File: src/rtl/rotate_aligner.sv
// rotate_aligner: finds the transmitter's rotate-left amount by hunting for SYNC_WORD, then de-rotates the data stream.
// Optional ROT_ALIGN_LOSS_CNT_EN adds a saturating lock-loss counter output loss_cnt.
module rotate_aligner #(
    parameter int WIDTH = 8,
    parameter logic [WIDTH-1:0] SYNC_WORD = 8'hA5,
    parameter int MAX_GAP = 16
) (
    input  logic                       clk,
    input  logic                       rst,
    input  logic                       in_valid,
    input  logic [WIDTH-1:0]           in_data,
    output logic                       in_ready,
    output logic                       out_valid,
    output logic [WIDTH-1:0]           out_data,
    input  logic                       out_ready,
    output logic                       locked,
    output logic [$clog2(WIDTH)-1:0]   rot_amt
`ifdef ROT_ALIGN_LOSS_CNT_EN
    ,
    output logic [7:0]                 loss_cnt
`endif
);
    localparam int RW = $clog2(WIDTH);
    localparam int GW = $clog2(MAX_GAP + 1);
    localparam logic [RW-1:0] K_LAST = RW'(WIDTH - 1);
    localparam logic [GW-1:0] GAP_MAX = GW'(MAX_GAP);
    typedef enum logic [1:0] {HUNT, SEARCH, LOCKED} state_t;
    state_t state_q, state_d;
    logic [WIDTH-1:0] cap_q, cap_d, out_data_q, out_data_d, dec;
    logic [RW-1:0] k_q, k_d, rot_q, rot_d;
    logic [GW-1:0] gap_q, gap_d;
    logic locked_q, locked_d, out_valid_q, out_valid_d;
`ifdef ROT_ALIGN_LOSS_CNT_EN
    logic [7:0] loss_q, loss_d;
    assign loss_cnt = loss_q;
`endif
    function automatic logic [WIDTH-1:0] rotr(input logic [WIDTH-1:0] x, input logic [RW-1:0] k);
        return WIDTH'({x, x} >> k);
    endfunction
    assign in_ready  = !rst && (state_q == HUNT || (state_q == LOCKED && (!out_valid_q || out_ready)));
    assign out_valid = out_valid_q;
    assign out_data  = out_data_q;
    assign locked    = locked_q;
    assign rot_amt   = rot_q;
    always_comb begin
        state_d     = state_q;
        cap_d       = cap_q;
        k_d         = k_q;
        rot_d       = rot_q;
        locked_d    = locked_q;
        gap_d       = gap_q;
        out_valid_d = out_valid_q && !out_ready;
        out_data_d  = out_data_q;
`ifdef ROT_ALIGN_LOSS_CNT_EN
        loss_d      = loss_q;
`endif
        dec         = rotr(in_data, rot_q);
        case (state_q)
            HUNT: if (in_valid) begin
                cap_d   = in_data;
                k_d     = '0;
                state_d = SEARCH;
            end
            SEARCH: if (rotr(cap_q, k_q) == SYNC_WORD) begin
                rot_d    = k_q;
                locked_d = 1'b1;
                gap_d    = '0;
                state_d  = LOCKED;
            end else if (k_q == K_LAST) begin
                state_d = HUNT;
            end else begin
                k_d = k_q + 1'b1;
            end
            LOCKED: if (in_valid && in_ready) begin
                if (dec == SYNC_WORD) begin
                    gap_d = '0;
                end else if (gap_q != GAP_MAX) begin
                    out_data_d  = dec;
                    out_valid_d = 1'b1;
                    gap_d       = gap_q + 1'b1;
                end else begin
                    // too many words without a marker: alignment is presumed lost
                    locked_d = 1'b0;
                    gap_d    = '0;
                    state_d  = HUNT;
`ifdef ROT_ALIGN_LOSS_CNT_EN
                    loss_d   = (loss_q == 8'hFF) ? loss_q : loss_q + 1'b1;
`endif
                end
            end
            default: state_d = HUNT;
        endcase
    end
    always_ff @(posedge clk) begin
        if (rst) begin
            state_q     <= HUNT;
            cap_q       <= '0;
            k_q         <= '0;
            rot_q       <= '0;
            locked_q    <= 1'b0;
            gap_q       <= '0;
            out_valid_q <= 1'b0;
            out_data_q  <= '0;
`ifdef ROT_ALIGN_LOSS_CNT_EN
            loss_q      <= '0;
`endif
        end else begin
            state_q     <= state_d;
            cap_q       <= cap_d;
            k_q         <= k_d;
            rot_q       <= rot_d;
            locked_q    <= locked_d;
            gap_q       <= gap_d;
            out_valid_q <= out_valid_d;
            out_data_q  <= out_data_d;
`ifdef ROT_ALIGN_LOSS_CNT_EN
            loss_q      <= loss_d;
`endif
        end
    end
endmodule
File: config.mk
export PLATFORM = sky130hd
export DESIGN_NAME = rotate_aligner
export DESIGN_NICKNAME = d
export VERILOG_FILES = /design/src/rtl/rotate_aligner.sv
export SDC_FILE = /design/constraint.sdc
export NUM_CORES = 1
export LEC_CHECK = 0
export CAP_MARGIN = 20
export CORE_UTILIZATION = 35
export DETAILED_ROUTE_END_ITERATION = 16
export REMOVE_ABC_BUFFERS = 1
export SLEW_MARGIN = 40
export SYNTH_ARGS = -nofsm -noshare
export SYNTH_HDL_FRONTEND = slang
export SYNTH_SLANG_ARGS = --single-unit
File: constraint.sdc
create_clock -name clk -period 5.7 [get_ports clk]
set_input_delay 1.14 -clock clk [delete_from_list [all_inputs] [get_ports clk]]
set_output_delay 1.14 -clock clk [all_outputs]
set_load 0.005 [all_outputs]
==> results_dict.tcl <==
set metrics [dict create \
    status "completed" \
    netlist.area_leader.share_pct 30.92 \
    drc 0 \
    via_per_inst 5.269 \
    wire_per_inst_um 13.87 \
    post-place-ws_ns 1.908 \
    maxSlewViolCount 0 \
    synth_top_cell_by_area "dfxtp_1" \
    required_ns 4.56 \
    clockBufferDepth 2 \
    power_w 0.0004481 \
    min_path_type "register to register" \
    finalHoldViolations 0 \
    cp_slowest_cell "clkdlybuf4s50_1" \
    setup_viol 0 \
    grt_pass1_vias 1531 \
    cts_max_level 2 \
    clock-sinks 31 \
    drtIter0Drc 54 \
    grt_max_degree 37 \
    relSlewSlack_pct 60.92 \
    crit_path_end_kind "output pin" \
    core_region_area_um2 5507 \
    grt-ovfl-total 0 \
    cpPeakStageDelay_ns 0.56 \
    rsz0062_at_grt "false" \
    place_congestion 0.7699 \
    syn_inst 204 \
    root_buffer "clkbuf_8" \
    diodes 0 \
    fmax_ghz 0.2629 \
    rows 27 \
    path_max_fanout 36 \
    wirelength_um 4175 \
    ir_drop_uv 90.62 \
    clock_skew_ns 0.003742 \
    synthArstFlopShare_pct 0 \
    fillCellCount 531 \
    portBuffers 25 \
    tns_ns 0 \
    vias 1586 \
    cts_tree "yes" \
    final.setup.worst_slack_ns 1.896 \
    cts-resized-gates 0 \
    post-cts-setup-buffers 0 \
    cts-hold-fix-buffers 0 \
    drive_gt1_share_pct 13.97 \
    worst_slew_pin_slew_ns 0.5855 \
    clk_pin_slew_ns 0.06 \
    final_area_um2 2380 \
    initial_utilization_pct 36.45 \
    insertion_delay_ns 0.28 \
    crit_type "input port to output pin" \
    die-area_um2 6041 \
    grt_pass1_wl_um 7231 \
    hpwl_um 2911 \
    antenna_found_initial 0 \
    layout.nets 244 \
    antenna_left 0 \
    fin_crit_sh_pct 66.74 \
    avgSynthCellArea_um2 9.838 \
    ys_ff_latch 31 \
    critical_path.startpoint_type "input port" \
    worstPathCellList "clkdlybuf4s50_1 -> buf_4 -> a311oi_1 -> clkdlybuf4s50_1" \
    ios 26 \
    ys_warn_count 0 \
    synthTopCellsByCount "31 x dfxtp_1, 28 x mux2i_1, 17 x nor2_1, 16 x nand2b_1, 11 x a21oi_1" \
    p_leak_nw 0.8712 \
    yosys-top-cells-area "dfxtp_1 31%, mux2i_1 14%, mux4_2 7.9%" \
    numCtsBuffers 5 \
    p_per_area_nw_per_um2 188.3 \
    synth-edff-count 0 \
    synth_most_common_cell "dfxtp_1" \
    arrival_ns 2.66 \
    seq_area_frac_synth_pct 30.92 \
    synthFlopType "dfxtp_1" \
    synth.distinct_cells 47 \
    first_pass_iters 4 \
    crit_top_cell "clkdlybuf4s50_1" \
    dieHeight_um 77.73 \
    grt_util_all_layers_pct 14.95 \
    finalWorstPathRequiredPeriod_ns 3.804 \
    netlist_area_um2 2007 \
    placed_area_um2 2298 \
    maxCapViolCount 0 \
    die_w_um 77.73 \
    syn2layout_area_growth_pct 18.58 \
]
==> layer usage <==
layer  track usage, %  vias to the layer above  wire length, um
li1                 -                      811                -
met2            23.98                       21             1954
met4            5.094                        0               54
met5                0                        -                0
met3            3.529                        5              100
met1            19.58                      749             2066
==> flip-flops by register name, indices dropped and copies added (netlist names) <==
signal	cells
state_q	2
cap_q	8
out_valid	1
rot_amt	3
out_data	8
gap_q	5
k_q	3
locked	1
==> worst max-delay path: cells and delay by family <==
kind	cells	cell delay, ns
AO/OA/AOI/OAI	1	0.32
buffers and inverters	3	1.20
==> through the flow <==
stage,hold slack (ns),utilization (%),instances
after floorplan,0.4537,-,194
after global placement,0.4581,41.74,293
after detailed placement,0.4654,41.74,293
after CTS,0.4752,43.22,301
after global routing,0.5035,43.22,301
final,0.4731,43.22,301
==> final cells by class <==
type | count | area [um^2] | share of cell area, %
well taps | 72 | 90.09 | 3.785
multi-input cells | 153 | 1285 | 54.00
clock buffers | 7 | 76.32 | 3.207
repair buffers | 27 | 265.3 | 11.15
flip-flops and latches | 31 | 620.6 | 26.08
inverters | 10 | 37.54 | 1.577
clock inverters | 1 | 5.005 | 0.2103
==> power by group <==
group	switching [W]	internal, W	total [W]	leakage, nW
Combinational	0.0000241	0.0000287	0.0000527	0.578
Clock	0.0000803	0.0000855	0.000166	0.0422
Sequential	0.00000781	0.000222	0.000229	0.251
==> final timing paths <==
check | cells after the start | endpoint | slack (ns) | start
worst max-delay path | 4 | in_ready | 1.90 | rst
worst min-delay path | 2 | out_data[5] | 0.47 | out_data[5]
worst max register to register | 5 | out_data[7] | 3.08 | rot_amt[1]
worst min register to register | 2 | out_data[5] | 0.47 | out_data[5]
==> cells by family after synthesis <==
family                   after synthesis  share of synthesized area [%]
multiplexers                          40                          24.63
adder cells (fa/ha/maj)                4                          2.494
buffers and inverters                 20                          5.050
AO/OA/AOI/OAI                         32                          13.41
flip-flops                            31                          30.92
AND/OR/NAND/NOR                       77                          23.50
==> cells in the final DEF, fill, tap and decap left out, types with 2 or more instances in the layout <==
master and n:
a31o_2 2, inv_1 10, mux2_2 4, clkdlybuf4s50_1 25, nor2b_1 2, a221oi_1 2, nand2b_1 16, buf_4 2
o32ai_1 2, nor2_1 17, clkbuf_8 5, clkbuf_1 2, nand4b_1 2, and3_1 3, nand3b_1 6, or4b_1 2
nand2_1 9, nor4b_1 3, a21oi_1 11, o211ai_4 2, dfxtp_1 31, mux4_2 7, nand3_1 4, nand4bb_1 2
mux2i_1 28, a32oi_1 3, or3b_2 3, ha_1 4
Note: power is estimated with default switching activity, not from simulation.
